## config.mk

```make
export PLATFORM = sky130hd
export DESIGN_NAME = mdu_control
export DESIGN_NICKNAME = d
export VERILOG_FILES = /design/src/rtl/mdu_control.sv
export SDC_FILE = /design/constraint.sdc
export NUM_CORES = 1
export LEC_CHECK = 0
export BUFFER_PORTS_ARGS = -buffer_cell sky130_fd_sc_hd__buf_2
export CAP_MARGIN = 40
export CORE_MARGIN = 4
export CORE_UTILIZATION = 53
export CTS_BUF_LIST = sky130_fd_sc_hd__clkbuf_8
export DETAILED_ROUTE_END_ITERATION = 10
export HOLD_SLACK_MARGIN = 0.15
export PLACE_DENSITY = 0.83
export SLEW_MARGIN = 0
export SYNTH_ARGS = -nofsm -noshare
export SYNTH_HDL_FRONTEND = slang
export SYNTH_SLANG_ARGS = --single-unit
```

## constraint.sdc

```tcl
create_clock -name clk -period 4.2 [get_ports clk]
set_input_delay 0.21 -clock clk [delete_from_list [all_inputs] [get_ports clk]]
set_output_delay 0.21 -clock clk [all_outputs]
set_load 0.02 [all_outputs]
```

## src/rtl/mdu_control.sv

```systemverilog
// Multiply/divide sequencer for the MIPS EX stage: iterative radix-2 multiply, restoring divide, HI/LO.
// Optional build macro MDU_FAST_MUL_EN: single-cycle multiply; divide stays iterative.
module mdu_control #(
    parameter int DATA_WIDTH = 32,
    parameter int CNT_WIDTH  = 6
) (
    input  logic                  clk,
    input  logic                  resetn,
    input  logic [1:0]            alu_code_in,
    input  logic [5:0]            ist_code_in,
    input  logic                  issue_valid,
    input  logic                  flush,
    input  logic [DATA_WIDTH-1:0] src_a,
    input  logic [DATA_WIDTH-1:0] src_b,
    output logic                  md_busy,
    output logic                  stall_out,
    output logic                  mf_valid,
    output logic [DATA_WIDTH-1:0] mf_data,
    output logic [DATA_WIDTH-1:0] hi_out,
    output logic [DATA_WIDTH-1:0] lo_out
);

    localparam int W = DATA_WIDTH;

    localparam logic [5:0] F_MFHI  = 6'b010000;
    localparam logic [5:0] F_MTHI  = 6'b010001;
    localparam logic [5:0] F_MFLO  = 6'b010010;
    localparam logic [5:0] F_MTLO  = 6'b010011;
    localparam logic [5:0] F_MULT  = 6'b011000;
    localparam logic [5:0] F_MULTU = 6'b011001;
    localparam logic [5:0] F_DIV   = 6'b011010;
    localparam logic [5:0] F_DIVU  = 6'b011011;

    localparam logic [CNT_WIDTH-1:0] CNT_LOAD = CNT_WIDTH'(DATA_WIDTH);
    localparam logic [CNT_WIDTH-1:0] CNT_ONE  = CNT_WIDTH'(1);

    typedef enum logic [1:0] {S_IDLE, S_MUL, S_DIV, S_FIN} state_e;

    state_e               state_q, state_d;
    logic [CNT_WIDTH-1:0] cnt_q, cnt_d;
    logic [W-1:0]         hi_q, hi_d, lo_q, lo_d;
    // acc_hi holds product-high / partial remainder; acc_lo holds multiplier / dividend-then-quotient.
    logic [W-1:0]         acc_hi_q, acc_hi_d, acc_lo_q, acc_lo_d;
    logic [W-1:0]         opa_q, opa_d, opb_q, opb_d;
    logic                 div_q, div_d, neg_q, neg_d, rneg_q, rneg_d;

    logic         mdu_funct, issued, op_signed;
    logic [W-1:0] abs_a, abs_b;
    logic [W:0]   rem_shift, div_diff;
    logic [2*W-1:0] prod_raw, prod_fix;
    logic [W-1:0] quo_fix, rem_fix;

    assign mdu_funct = (ist_code_in[5:2] == 4'b0100) || (ist_code_in[5:2] == 4'b0110);
    assign issued    = issue_valid && (alu_code_in == 2'b10) && mdu_funct && !flush;
    assign op_signed = !ist_code_in[0];
    assign abs_a     = (op_signed && src_a[W-1]) ? -src_a : src_a;
    assign abs_b     = (op_signed && src_b[W-1]) ? -src_b : src_b;

    assign rem_shift = {acc_hi_q, acc_lo_q[W-1]};
    assign div_diff  = rem_shift - {1'b0, opb_q};

    assign prod_raw  = {acc_hi_q, acc_lo_q};
    assign prod_fix  = neg_q ? -prod_raw : prod_raw;
    assign quo_fix   = neg_q ? -acc_lo_q : acc_lo_q;
    assign rem_fix   = rneg_q ? -acc_hi_q : acc_hi_q;

`ifdef MDU_FAST_MUL_EN
    logic [2*W-1:0] fast_prod;
    assign fast_prod = {{W{1'b0}}, acc_lo_q} * {{W{1'b0}}, opb_q};
`else
    logic [W:0] mul_sum;
    assign mul_sum = {1'b0, acc_hi_q} + {1'b0, (acc_lo_q[0] ? opb_q : {W{1'b0}})};
`endif

    assign md_busy   = (state_q != S_IDLE);
    assign stall_out = md_busy && issued;
    assign hi_out    = hi_q;
    assign lo_out    = lo_q;

    always_comb begin
        mf_valid = 1'b0;
        mf_data  = '0;
        if (!md_busy && issued && ((ist_code_in == F_MFHI) || (ist_code_in == F_MFLO))) begin
            mf_valid = 1'b1;
            mf_data  = (ist_code_in == F_MFHI) ? hi_q : lo_q;
        end
    end

    always_comb begin
        // NOTE: every variable gets a default here so no path can infer a latch.
        state_d  = state_q;
        cnt_d    = cnt_q;
        hi_d     = hi_q;
        lo_d     = lo_q;
        acc_hi_d = acc_hi_q;
        acc_lo_d = acc_lo_q;
        opa_d    = opa_q;
        opb_d    = opb_q;
        div_d    = div_q;
        neg_d    = neg_q;
        rneg_d   = rneg_q;
        unique case (state_q)
            S_IDLE: begin
                if (issued) begin
                    unique case (ist_code_in)
                        F_MULT, F_MULTU, F_DIV, F_DIVU: begin
                            state_d  = ist_code_in[1] ? S_DIV : S_MUL;
                            div_d    = ist_code_in[1];
                            cnt_d    = CNT_LOAD;
                            acc_hi_d = '0;
                            acc_lo_d = abs_a;
                            opa_d    = src_a;
                            opb_d    = abs_b;
                            neg_d    = op_signed && (src_a[W-1] ^ src_b[W-1]);
                            rneg_d   = op_signed && src_a[W-1];
                        end
                        F_MTHI:  hi_d = src_a;
                        F_MTLO:  lo_d = src_a;
                        default: ;
                    endcase
                end
            end
            S_MUL: begin
                if (flush) begin
                    state_d = S_IDLE;
                end else begin
`ifdef MDU_FAST_MUL_EN
                    {acc_hi_d, acc_lo_d} = fast_prod;
                    state_d = S_FIN;
`else
                    acc_hi_d = mul_sum[W:1];
                    acc_lo_d = {mul_sum[0], acc_lo_q[W-1:1]};
                    cnt_d    = cnt_q - CNT_ONE;
                    if (cnt_q == CNT_ONE) state_d = S_FIN;
`endif
                end
            end
            S_DIV: begin
                if (flush) begin
                    state_d = S_IDLE;
                end else begin
                    if (!div_diff[W]) begin
                        acc_hi_d = div_diff[W-1:0];
                        acc_lo_d = {acc_lo_q[W-2:0], 1'b1};
                    end else begin
                        acc_hi_d = rem_shift[W-1:0];
                        acc_lo_d = {acc_lo_q[W-2:0], 1'b0};
                    end
                    cnt_d = cnt_q - CNT_ONE;
                    if (cnt_q == CNT_ONE) state_d = S_FIN;
                end
            end
            S_FIN: begin
                state_d = S_IDLE;
                if (!flush) begin
                    if (!div_q) begin
                        {hi_d, lo_d} = prod_fix;
                    end else if (opb_q == '0) begin
                        hi_d = opa_q;
                        lo_d = '1;
                    end else begin
                        hi_d = rem_fix;
                        lo_d = quo_fix;
                    end
                end
            end
            default: state_d = S_IDLE;
        endcase
    end

    // NOTE: sequential state uses non-blocking assignments so all registers update together.
    always_ff @(posedge clk or negedge resetn) begin
        if (!resetn) begin
            state_q  <= S_IDLE;
            cnt_q    <= '0;
            hi_q     <= '0;
            lo_q     <= '0;
            acc_hi_q <= '0;
            acc_lo_q <= '0;
            opa_q    <= '0;
            opb_q    <= '0;
            div_q    <= 1'b0;
            neg_q    <= 1'b0;
            rneg_q   <= 1'b0;
        end else begin
            state_q  <= state_d;
            cnt_q    <= cnt_d;
            hi_q     <= hi_d;
            lo_q     <= lo_d;
            acc_hi_q <= acc_hi_d;
            acc_lo_q <= acc_lo_d;
            opa_q    <= opa_d;
            opb_q    <= opb_d;
            div_q    <= div_d;
            neg_q    <= neg_d;
            rneg_q   <= rneg_d;
        end
    end

endmodule

```

== Yosys cells after proc, flatten, opt, wreduce, memory -nomap -nowiden ==
Index checks and enable logic that the tools add are counted.

* Flip-flop bits (word level): 203
* Latch bits: 0
* Memory bits (writable): 0
* ROM bits: 0
* Input port bits: 76
* Output and inout port bits: 99
* Word-level logic and storage cells: 115
* Memories: 0

* $add $sub $neg: 8
* Multipliers: 0
* Div/mod/pow operators: 0
* $lt $le $gt $ge: 0
* Eq/ne operators: 24
* Shift-type cells: 0
* Multiplexer cells: 43
* Bitwise gates (word level): 1
* Reduce and logical (&&, ||, !) cells: 28

{| class="wikitable"
|+ Operators with widths
! operator !! count
|-
| 2-to-1 mux 32 bit || 26
|-
| one-hot mux 32 bit (3 select lines) || 2
|-
| negation 32 bit || 4
|-
| one-hot mux 32 bit (2 select lines) || 2
|-
| 2-to-1 mux 64 bit || 1
|-
| negation 64 bit || 1
|-
| equality test 6 x 5 -> 1 bit (second input constant) || 8
|-
| adder 32 x 32 -> 33 bit || 1
|-
| subtractor 33 x 32 -> 33 bit || 1
|-
| logical NOT 32 bit || 1
|-
| 2-to-1 mux 6 bit || 3
|-
| one-hot mux 6 bit (2 select lines) || 1
|-
| AND reduction 4 bit || 3
|-
| 2-to-1 mux 2 bit || 5
|-
| != test 2 bit (second input constant) || 5
|-
| logical AND 1 bit || 9
|-
| equality test 4 x 3 -> 1 bit (second input constant) || 2
|-
| equality test 2 bit (second input constant) || 3
|-
| equality test 6 x 1 -> 1 bit (second input constant) || 1
|-
| != test 2 x 1 -> 1 bit (second input constant) || 3
|-
| one-hot mux 2 bit (3 select lines) || 1
|-
| AND reduction 3 bit || 2
|-
| nonzero test 2 bit || 3
|-
| subtractor 6 x 1 -> 6 bit (second input constant) || 1
|-
| other kinds (11) || 15
|}

== Longest topological paths before layout ==
Gate-level depths: netlist (run 1).

* Depth in word-level cells: 7
* Depth in mapped cells: 15
* Mapped depth without buffers: 13

== Worst setup path before layout (run 1) ==
No wires, ideal clock.

* Path kind: reg2reg
* From: reg acc_lo_q[0]
* To: reg acc_hi_q[23]
* Setup time: 138 ps
* Arrival: 3,335 ps
* Setup slack: 727 ps
* Cell stages (with the launch flop): 15
* Clock period less this slack: 3,473 ps
* Path through: dfrtp_1 > clkinv_1 > clkbuf_1 > nor2_1 > fa_1 > a21o_1 > a21oi_1 > o21ai_0 > a211oi_1 > a211oi_1 > o211ai_1 > nand2_1 > xor2_1 > a222oi_1 > o21ai_0

* Cells in the longest elaborated chain, start to end: 4

{| class="wikitable"
|+ RTL lines
! item !! RTL line !! RTL
|-
| from (decl) || 43 || <nowiki>logic [W-1:0] acc_hi_q, acc_hi_d, acc_lo_q, acc_lo_d;</nowiki>
|-
| from (signal assigned) || 191 || <nowiki>acc_lo_q <= acc_lo_d;</nowiki>
|-
| 2-to-1 mux 32 bit || 72 || <nowiki>assign mul_sum = {1'b0, acc_hi_q} + {1'b0, (acc_lo_q[0] ? opb_q : {W{1'b0}})};</nowiki>
|-
| adder 32 x 32 -> 33 bit || 72 ||
|-
| 2-to-1 mux 32 bit || 124 || <nowiki>if (flush) begin</nowiki>
|-
| one-hot mux 32 bit (3 select lines) || 102 || <nowiki>unique case (state_q)</nowiki>
|-
| to (signal assigned) || 190 || <nowiki>acc_hi_q <= acc_hi_d;</nowiki>
|-
| to (decl) || 43 ||
|}

Every way passes these cells. The select of a mux whose other input is x is not followed.
A chain may end at the register's enable or synchronous reset.

== Final worst setup path (run 1) ==
Ends and elaborated chain as after synthesis.

==> summary.md, run 1 <==
| Metric | Value |
|---|---|
| Synth area leaders | dfrtp_1 30%, o21ai_0 8.7%, nand2_1 8.2% |
| Clock root cell | clkbuf_8 |
| DP HPWL | 40,100 µm |
| Startpoint Class | register |
| Worst-path cell chain | clkinv_1 -> buf_4 -> nor2_1 -> ha_1 -> a21o_1 -> a211oi_1 -> nand2_1 -> o21ai_0 -> a211oi_1 -> o211ai_1 -> nand2_1 -> xor2_1 -> a222oi_1 -> o21ai_0 |
| Synth area leader | dfrtp_1 |
| Core Footprint | 0.0316 mm² |
| Number of flops mapped to enable cells by yosys | 0 |
| Wirelength, routed | 55,500 µm |
| DRC violations left | 0 |
| Via count | 17,768 |
| Die area | 0.0350 mm² |
| Pleak | 8.93 nW |
| # Post-CTS Setup Buffers | 0 |
| Worst vdd ir | 403 µV |
| FF-to-FF setup slack | 0.54 ns |
| Htree depth | 2 |
| Pwr Density | 624 mW/mm² |
| Min Tclk post-route | 3.66 ns |
| Worst clock skew | 0.0374 ns |
| # IOs | 175 |
| Syn Nets | 2,400 |
| Post-synth ARST share | 1.00 |
| #FFs+latches synth | 203 |
| Cells after Synth | 2,247 |
| Initial antenna violation count | 2 |
| CTS Sinks | 203 |
| CTS Hold Bufs | 74 |
| Register area | 0.00508 mm² |
| Max Freq | 274 MHz |
| Syn-to-layout area delta | 16.1% |
| Post-CTS Resized | 0 |
| Vias per cell | 6.23 |
| ANT nets after route | 0 |
| Iter 0 DRT Violations | 1,481 |
| Max-slew violations | 0 |
| Worst r2r src | acc_lo_q[0]$_DFFE_PN0P_ |
| Area of the multi-input gates | 0.0111 mm² |
| Period utilization | 0.870 |
| Total GRT Usage | 0.307 |
| Critical Path Fanout Max | 29 |
| Total grt overflow | 0 |
| Register area share after synthesis | 0.299 |
| Wire per inst | 19.4 µm |
| Yosys cell types | 81 |
| Overall power | 12.3 mW |
| Die height | 187 µm |
| CP required | 4.60 ns |
| Diode count | 0 |
| Die W | 187 µm |
| # rows | 65 |
| Max-cap violations | 0 |
| Design area | 0.0197 mm² |
| Status | complete, no violations |
| R2R depth | 14 |
| Ys flop type | dfrtp_1 |
| Vias in the first global route | 17,573 |
| Final net count | 2,581 |
| Crit Path Category | register to register |
| CTS Buffer Depth | 3 |
| Setup_tns | 0 ns |
| Slowest cell delay on critical path | 0.47 ns |
| Slew @ Worst Pin | 0.985 ns |
| First-pass GRT wire length | 90,300 µm |
| Slew margin rel. | 0.344 |
| Placed instance area | 0.0183 mm² |
| Post-Syn Area | 0.0170 mm² |
| YS warnings | 0 |
| Largest net degree at the start of global routing | 98 |
| Hold Fails Final Rpt | 0 |
| RR Endpoint | acc_hi_q[23]$_DFFE_PN0P_ |
| Min-Delay Path Class | input pin to asynchronous set/reset pin |
| Smallest hold slack | 0.187 ns |
| Layout cells sized above 1 | 0.139 |
| Syn_area_per_cell | 7.56 µm² |
| WP data arrival | 4.05 ns |
| Worst-path clk slew | 0.06 ns |
| CTS tree | done |
| Initial Utilization | 0.538 |
| Worst path slowest cell | o211ai_1 |
| Clk_lat worst skew | 0.56 ns |
| Number of buffers added on ports | 174 |
| Total CTS buffers | 38 |
| Yosys top cell area share | 0.299 |
| # setup viols final | 0 |
| RSZ-0062 raised after global routing | false |
| Filler instances | 2,762 |
| Drt first pass iters | 5 |
| Global placement routability congestion | 0.963 |
| CP endpoint kind | register |
==> state kept, by name, indices dropped and copies added, names as in the netlist <==
name      cells
state_q       2
opb_q        32
cnt_q         6
hi_out       32
rneg_q        1
acc_lo_q     32
opa_q        32
div_q         1
neg_q         1
acc_hi_q     32
lo_out       32
==> cell families after synthesis <==
logic type      Yosys count  synth area share
compound gates          757             0.264
fa+ha+maj                77            0.0576
xor+xnor                185            0.0954
flops                   203             0.299
buf+inv                 225            0.0504
mux                      42            0.0270
simple gates            758             0.206
==> report_power, final <==
group | switching, mW | total, mW | leakage [nW] | internal, mW
sequential | 0.745 | 3.33 | 2.62 | 2.59
combinational | 4.59 | 7.12 | 5.89 | 2.54
clock | 0.869 | 1.84 | 0.419 | 0.969
==> layer usage <==
metal	track usage	vias up	part of all wire	routed length, µm
li1	-	8373	-	-
met1	0.396	8423	0.42	23100
met2	0.520	838	0.47	26300
met3	0.0547	130	0.080	4450
met4	0.112	4	0.029	1630
met5	0	-	0.00049	27
==> worst max path at each step <==
stage	slack [ns]	endpoint	start
final	0.54	acc_hi_q[23]$_DFFE_PN0P_	acc_lo_q[0]$_DFFE_PN0P_
after global routing	0.13	acc_hi_q[23]$_DFFE_PN0P_	acc_lo_q[0]$_DFFE_PN0P_
after CTS	0.57	acc_hi_q[23]$_DFFE_PN0P_	acc_lo_q[0]$_DFFE_PN0P_
after detailed placement	0.58	acc_hi_q[31]$_DFFE_PN0P_	acc_hi_q[0]$_DFFE_PN0P_
after global placement	0.70	acc_hi_q[23]$_DFFE_PN0P_	acc_lo_q[0]$_DFFE_PN0P_
after floorplan	0.73	acc_hi_q[23]$_DFFE_PN0P_	acc_lo_q[0]$_DFFE_PN0P_
==> critical path, delay by kind of cell (launching register included) <==
family,cells,cell delay [ns]
buffers and inverters,2,0.46
and+or+nand+nor,3,0.31
DFF,1,0.40
xor gates and xnor gates,1,0.16
adders and majority gates,1,0.35
AOI/OAI and AO/OA,7,1.82
==> through the flow <==
step | util | cells | setup WS [ns]
2_1_floorplan | - | 2247 | 0.727
5_1_grt | 0.625 | 2854 | 0.133
4_1_cts | 0.625 | 2854 | 0.574
6_report | 0.625 | 2854 | 0.544
3_3_place_gp | 0.576 | 2712 | 0.699
3_5_place_dp | 0.579 | 2716 | 0.581
==> layout by cell type (no fill, tap or decap), types with 14 or more instances in the layout <==
master,Yosys,final
o21ai_0,294,294
xnor2_1,105,105
a21o_1,35,35
nor3_1,25,25
mux2_2,30,30
inv_1,69,83
a22oi_1,41,41
dfrtp_1,203,203
o31ai_1,28,28
buf_4,0,42
nand3_1,40,38
o21a_1,15,15
nand2b_1,22,20
nor2_1,149,149
ha_1,75,73
xor2_1,80,80
or3_1,14,14
a21oi_1,189,189
o22ai_1,33,33
and3_1,19,19
nand2_1,370,370
nor2b_1,14,14
buf_2,1,173
clkbuf_8,0,46
nand4_1,21,21
o211ai_1,25,25
dlygate4sd3_1,0,73
nor4_1,25,24
==> synth_stat cells, types with 4 or more instances <==
library cell,n
a21oi_1,189
nand3b_1,6
a22o_1,7
o21bai_1,13
a211oi_1,11
mux2i_1,12
o21ai_1,9
nor2_1,149
nand4_1,21
clkbuf_1,138
o22ai_1,33
nor3_1,25
a31oi_1,7
nand2_1,370
o41ai_1,9
and3_1,19
dfrtp_1,203
o211ai_1,25
nor4_1,25
o21a_1,15
or3_1,14
a21o_1,35
buf_1,12
a22oi_1,41
o221ai_1,7
or4_1,11
xnor2_1,105
a31o_2,4
o31ai_1,28
ha_1,75
or2_2,7
and2_1,7
o21ai_0,294
nand2b_1,22
nor2b_1,14
nand3_1,40
o2111ai_1,4
inv_1,69
xor2_1,80
mux2_2,30
==> cell type report <==
cell class / instances / area share
Clock buffer: 45 / 0.0314
Clock inverter: 19 / 0.00432
Inverter: 71 / 0.0135
Sequential cell: 203 / 0.258
Multi-Input combinational cell: 1819 / 0.563
Tap cell: 402 / 0.0255
Timing Repair Buffer: 295 / 0.105
Note: power is estimated with default switching activity, not from simulation.
==> inputs of run 2 (changes only) <==
- CORE_UTILIZATION: 53 -> 40
- PLACE_DENSITY: 0.83 -> 0.68
==> summary.md, run 2 (synthesis results as in run 1) <==
| Metric | Value |
|---|---|
| # rows | 75 (was 65) |
| Worst-path cell chain | clkinv_1 -> buf_4 -> nor2_1 -> ha_1 -> a21o_1 -> a211oi_1 -> nand2_1 -> o21ai_0 -> a211oi_1 -> o211ai_1 -> nand2_1 -> xor2_1 -> a222oi_1 -> o21ai_0 (unchanged) |
| Slowest cell delay on critical path | 0.45 ns (was 0.47 ns) |
| Initial antenna violation count | 0 (was 2) |
| Pwr Density | 623 mW/mm² (was 624 mW/mm²) |
| Clk_lat worst skew | 0.59 ns (was 0.56 ns) |
| CP required | 4.65 ns (was 4.60 ns) |
| Vias in the first global route | 16,238 (was 17,573) |
| Wire per inst | 19.0 µm (was 19.4 µm) |
| CP Depth | 14 (unchanged) |
| # IOs | 175 (unchanged) |
| CTS Hold Bufs | 89 (was 74) |
| Met3 Use GR | 0.0401 (was 0.0547) |
| Status | complete, no violations (unchanged) |
| Via count | 17,369 (was 17,768) |
| M2 GR Usage | 0.393 (was 0.520) |
| Drt first pass iters | 7 (was 5) |
| Worst path slowest cell | a211oi_1 (was o211ai_1) |
| # setup viols final | 0 (unchanged) |
| Clock root cell | clkbuf_8 (unchanged) |
| Layout cells sized above 1 | 0.140 (was 0.139) |
| Global placement routability congestion | 0.908 (was 0.963) |
| # Post-CTS Setup Buffers | 0 (unchanged) |
| Post-route worst setup slack | 0.482 ns (was 0.544 ns) |
| CTS tree | done (unchanged) |
| Max-slew violations | 0 (unchanged) |
| Largest net degree at the start of global routing | 89 (was 98) |
| Slew margin rel. | 0.430 (was 0.344) |
| Area of the multi-input gates | 0.0111 mm² (unchanged) |
| Diode count | 0 (unchanged) |
| Hold Fails Final Rpt | 0 (unchanged) |
| Die height | 214 µm (was 187 µm) |
| Initial Utilization | 0.405 (was 0.538) |
| Die area | 0.0458 mm² (was 0.0350 mm²) |
| Final net count | 2,599 (was 2,581) |
| Vias per cell | 5.77 (was 6.23) |
| Worst r2r src | acc_lo_q[0]$_DFFE_PN0P_ (unchanged) |
| Worst vdd ir | 451 µV (was 403 µV) |
| WP data arrival | 4.16 ns (was 4.05 ns) |
| Slew @ Worst Pin | 0.847 ns (was 0.985 ns) |
| ANT nets after route | 0 (unchanged) |
| GRT busiest layer | met2 (unchanged) |
| Worst slack, placed | 0.514 ns (was 0.581 ns) |
| Min-Delay Path Class | input pin to asynchronous set/reset pin (unchanged) |
| Core Footprint | 0.0419 mm² (was 0.0316 mm²) |
| Period utilization | 0.885 (was 0.870) |
| Smallest hold slack | 0.204 ns (was 0.187 ns) |
| Total CTS buffers | 39 (was 38) |
| Worst clock skew | 0.0250 ns (was 0.0374 ns) |
| Critical Path Fanout Max | 11 (was 29) |
| Number of buffers added on ports | 174 (unchanged) |
| FF-to-FF setup slack | 0.48 ns (was 0.54 ns) |
| CP endpoint kind | register (unchanged) |
| Filler instances | 4,165 (was 2,762) |
| DRC violations left | 0 (unchanged) |
| Crit Path Category | register to register (unchanged) |
| Max-cap violations | 0 (unchanged) |
| CP bufs+invs | 2 (unchanged) |
| Total grt overflow | 0 (unchanged) |
| Most frequent cells in the layout | 370 x nand2_1, 294 x o21ai_0, 203 x dfrtp_1 (unchanged) |
| CTS Sinks | 203 (unchanged) |
| RR Endpoint | acc_hi_q[23]$_DFFE_PN0P_ (unchanged) |
| Htree depth | 2 (unchanged) |
| R2R depth | 14 (unchanged) |
| Min Tclk post-route | 3.72 ns (was 3.66 ns) |
| Die W | 214 µm (was 187 µm) |
| Max Freq | 269 MHz (was 274 MHz) |
| RSZ-0062 raised after global routing | false (unchanged) |
| DP HPWL | 42,100 µm (was 40,100 µm) |
| Startpoint Class | register (unchanged) |
| Total GRT Usage | 0.239 (was 0.307) |
| Syn-to-layout area delta | 18.2% (was 16.1%) |
| Worst-path clk slew | 0.07 ns (was 0.06 ns) |
| CTS Buffer Depth | 3 (unchanged) |
| Setup_tns | 0 ns (unchanged) |
| Commonest non-fill, non-tap cell in the layout | nand2_1 (unchanged) |
| Wirelength, routed | 57,300 µm (was 55,500 µm) |
| Post-CTS Resized | 0 (unchanged) |
| Top delay family on crit path | compound AO/OA/AOI/OAI gates (unchanged) |
| Iter 0 DRT Violations | 1,479 (was 1,481) |
| Routing usage on met1 | 0.329 (was 0.396) |
| Register area | 0.00508 mm² (unchanged) |
| First-pass GRT wire length | 90,200 µm (was 90,300 µm) |
| Pleak | 9.02 nW (was 8.93 nW) |
-- run 2: changes by cell type in the layout (fill, tap and decap cells not counted), sizes merged --
cell         before  now
clkinv            5    6
inv              85   84
buf             221  223
dlygate4sd3      73   88
bufinv            0    2
-- run 2: worst max path at each step --
stage / start / to / slack (ns)
3_3_place_gp: acc_lo_q[0]$_DFFE_PN0P_ / acc_hi_q[23]$_DFFE_PN0P_ / 0.61
4_1_cts: acc_lo_q[0]$_DFFE_PN0P_ / acc_hi_q[23]$_DFFE_PN0P_ / 0.51
3_5_place_dp: acc_lo_q[0]$_DFFE_PN0P_ / acc_hi_q[23]$_DFFE_PN0P_ / 0.51
2_1_floorplan: acc_lo_q[0]$_DFFE_PN0P_ / acc_hi_q[23]$_DFFE_PN0P_ / 0.73
5_1_grt: acc_lo_q[0]$_DFFE_PN0P_ / acc_hi_q[23]$_DFFE_PN0P_ / 0.11
6_report: acc_lo_q[0]$_DFFE_PN0P_ / acc_hi_q[23]$_DFFE_PN0P_ / 0.48
-- run 2: per-layer routing --
layer | vias up | wire [µm]
li1 | 8394 | -
met1 | 8265 | 25600
met2 | 617 | 26700
met3 | 93 | 3810
met4 | 0 | 1230
met5 | - | 0
-- run 2: report_power, final --
part           internal, mW  leakage [nW]  switching, mW  total, mW
combinational          2.54          5.95           4.62       7.16
sequential             2.59          2.62          0.738       3.32
clock                  1.10         0.446          0.930       2.03
total                  6.23          9.02           6.29       12.5
-- run 2: per-stage QoR --
stage                util  instance area, µm²  power, mW  instances
floorplan               -               17000       8.11       2247
detailed placement  0.439               18400       10.3       2855
CTS                 0.479               20100       12.5       3010
global route        0.479               20100       13.5       3010
finish              0.479               20100       12.5       3010
global placement    0.438               18400       10.2       2854
-- run 2: cell type report --
class,instances,share of cell area
clock buffers,45,0.0308
clock inverters,21,0.00729
inverters,71,0.0133
multi-input cells,1819,0.553
flip-flops and latches,203,0.253
well taps,539,0.0336
repair buffers,312,0.109
-- run 2: worst min-delay path: cells and delay by family --
family | cells | cell delay (ns)
buffers and inverters | 3 | 0.93
==> inputs of run 3 (changes only) <==
- REMOVE_ABC_BUFFERS: not set -> 1
==> summary.md, run 3 (synthesis results as in run 1) <==
| Metric | Value |
|---|---|
| Status | complete, no violations (unchanged) |
| Max-cap violations | 0 (unchanged) |
| Crit Path Category | register to register (unchanged) |
| Critical Path Fanout Max | 14 (was 11) |
| # setup viols final | 0 (unchanged) |
| Number of buffers added on ports | 174 (unchanged) |
| Final net count | 2,605 (was 2,599) |
| Pleak | 9.02 nW (about the same) |
| Overall power | 12.6 mW (was 12.5 mW) |
| Non-filler cells, final | 3,015 (was 3,010) |
| Total grt overflow | 0 (unchanged) |
| ANT nets after route | 0 (unchanged) |
| Slew @ Worst Pin | 0.914 ns (was 0.847 ns) |
| R2R depth | 13 (was 14) |
| WP data arrival | 4.32 ns (was 4.16 ns) |
| Slew margin rel. | 0.385 (was 0.430) |
| CTS Buffer Depth | 3 (unchanged) |
| Via count | 17,319 (was 17,369) |
| RR Endpoint | acc_hi_q[23]$_DFFE_PN0P_ (unchanged) |
| Clk_lat worst skew | 0.60 ns (was 0.59 ns) |
| Total GRT Usage | 0.243 (was 0.239) |
| Placed insts | 2,863 (was 2,855) |
| Die W | 214 µm (unchanged) |
| Die height | 214 µm (unchanged) |
| Period utilization | 0.919 (was 0.885) |
| Iter 0 DRT Violations | 1,537 (was 1,479) |
| CP required | 4.66 ns (was 4.65 ns) |
| Largest net degree at the start of global routing | 103 (was 89) |
| Max Freq | 259 MHz (was 269 MHz) |
| # Post-CTS Setup Buffers | 0 (unchanged) |
| Startpoint Class | register (unchanged) |
| Initial antenna violation count | 0 (unchanged) |
| Commonest non-fill, non-tap cell in the layout | nand2_1 (unchanged) |
| Worst-path clk slew | 0.06 ns (was 0.07 ns) |
| Vias in the first global route | 16,519 (was 16,238) |
| Worst vdd ir | 359 µV (was 451 µV) |
| Post-CTS Resized | 0 (unchanged) |
| # rows | 75 (unchanged) |
| Smallest hold slack | 0.273 ns (was 0.204 ns) |
| Diode count | 0 (unchanged) |
| Hold Fails Final Rpt | 0 (unchanged) |
| Wirelength, routed | 57,700 µm (was 57,300 µm) |
| Most frequent cells in the layout | 370 x nand2_1, 294 x o21ai_0, 203 x dfrtp_1 (unchanged) |
| Syn-to-layout area delta | 18.4% (was 18.2%) |
| Global placement routability congestion | 0.950 (was 0.908) |
| Worst r2r src | acc_lo_q[0]$_DFFE_PN0P_ (unchanged) |
| CTS Hold Bufs | 86 (was 89) |
| Total CTS buffers | 40 (was 39) |
| CTS tree | done (unchanged) |
| FF-to-FF setup slack | 0.34 ns (was 0.48 ns) |
| Die area | 0.0458 mm² (unchanged) |
| Clock root cell | clkbuf_8 (unchanged) |
| Htree depth | 2 (unchanged) |
| Vias per cell | 5.74 (was 5.77) |
| # IOs | 175 (unchanged) |
| Max-slew violations | 0 (unchanged) |
| DRC violations left | 0 (unchanged) |
| Core Footprint | 0.0419 mm² (unchanged) |
| DP HPWL | 42,300 µm (was 42,100 µm) |
| First-pass GRT wire length | 92,000 µm (was 90,200 µm) |
| Layout cells sized above 1 | 0.143 (was 0.140) |
| Worst setup path start | acc_lo_q[0]$_DFFE_PN0P_ (unchanged) |
| CP endpoint kind | register (unchanged) |
| CTS Sinks | 203 (unchanged) |
| RSZ-0062 raised after global routing | false (unchanged) |
| Drt first pass iters | 5 (was 7) |
| Min Tclk post-route | 3.86 ns (was 3.72 ns) |
| Pwr Density | 627 mW/mm² (was 623 mW/mm²) |
| Crit path capture | acc_hi_q[23]$_DFFE_PN0P_ (unchanged) |
| Wire per inst | 19.2 µm (was 19.0 µm) |
| Filler instances | 4,055 (was 4,165) |
| Worst clock skew | 0.0143 ns (was 0.0250 ns) |
| Min-Delay Path Class | input pin to asynchronous set/reset pin (unchanged) |
| Initial Utilization | 0.405 (unchanged) |
run 3: changes by cell type in the layout (fill, tap and decap cells not counted), sizes merged:
cell,before,now
buf,223,230
clkbuf,46,48
inv,84,81
clkinv,6,4
dlygate4sd3,88,86
clkinvlp,0,3
run 3: how the worst min path moves through the flow:
stage / from / endpoint / slack (ns) / cells after the start
2_1_floorplan: resetn / acc_hi_q[0]$_DFFE_PN0P_ / -0.09 / 0
3_3_place_gp: resetn / lo_out[8]$_DFFE_PN0P_ / 0.37 / 1
3_5_place_dp: resetn / lo_out[9]$_DFFE_PN0P_ / 0.36 / 1
4_1_cts: resetn / lo_out[9]$_DFFE_PN0P_ / 0.28 / 2
5_1_grt: resetn / lo_out[9]$_DFFE_PN0P_ / 0.33 / 2
6_report: resetn / lo_out[9]$_DFFE_PN0P_ / 0.27 / 2
run 3: report_power, final:
group / leakage [nW] / internal, mW / switching, mW
Clock: 0.438 / 1.14 / 0.936
Sequential: 2.62 / 2.59 / 0.716
Combinational: 5.97 / 2.58 / 4.65
run 3: critical path, stage by stage (launching register included):
cell	delay (ns)
dfrtp_1	0.38
clkinv_1	0.38
nor2_1	0.24
ha_1	0.30
a21o_1	0.19
a21oi_1	0.28
o21ai_0	0.17
a211oi_1	0.30
a211oi_1	0.20
o211ai_1	0.57
nand2_1	0.14
xor2_1	0.16
a222oi_1	0.29
o21ai_0	0.13
run 3: stage by stage:
stage | area (µm²) | setup WS (ns) | utilization | setup TNS (ns)
6_report | 20100 | 0.339 | 0.479 | 0
5_1_grt | 20100 | 0.0751 | 0.479 | 0
4_1_cts | 20100 | 0.445 | 0.479 | 0
3_5_place_dp | 18500 | 0.477 | 0.440 | 0
3_3_place_gp | 18400 | 0.522 | 0.440 | 0
2_1_floorplan | 16400 | -1.06 | - | -25.67
run 3: metal layers:
layer | vias to the layer above | wire length [µm] | global-route usage
li1 | 8410 | - | -
met5 | - | 0 | 0
met3 | 99 | 3170 | 0.0298
met1 | 8250 | 26300 | 0.334
met4 | 0 | 1460 | 0.0692
met2 | 560 | 26900 | 0.406
run 3: area by class of cell:
| class | count | area, µm² | share of cell area |
|---|---|---|---|
| Sequential cell | 203 | 5080 | 0.253 |
| Clock buffer | 47 | 647 | 0.0322 |
| Multi-Input combinational cell | 1819 | 11100 | 0.552 |
| Inverter | 71 | 267 | 0.0133 |
| Timing Repair Buffer | 317 | 2200 | 0.109 |
| Tap cell | 539 | 674 | 0.0335 |
| Clock inverter | 19 | 143 | 0.00709 |
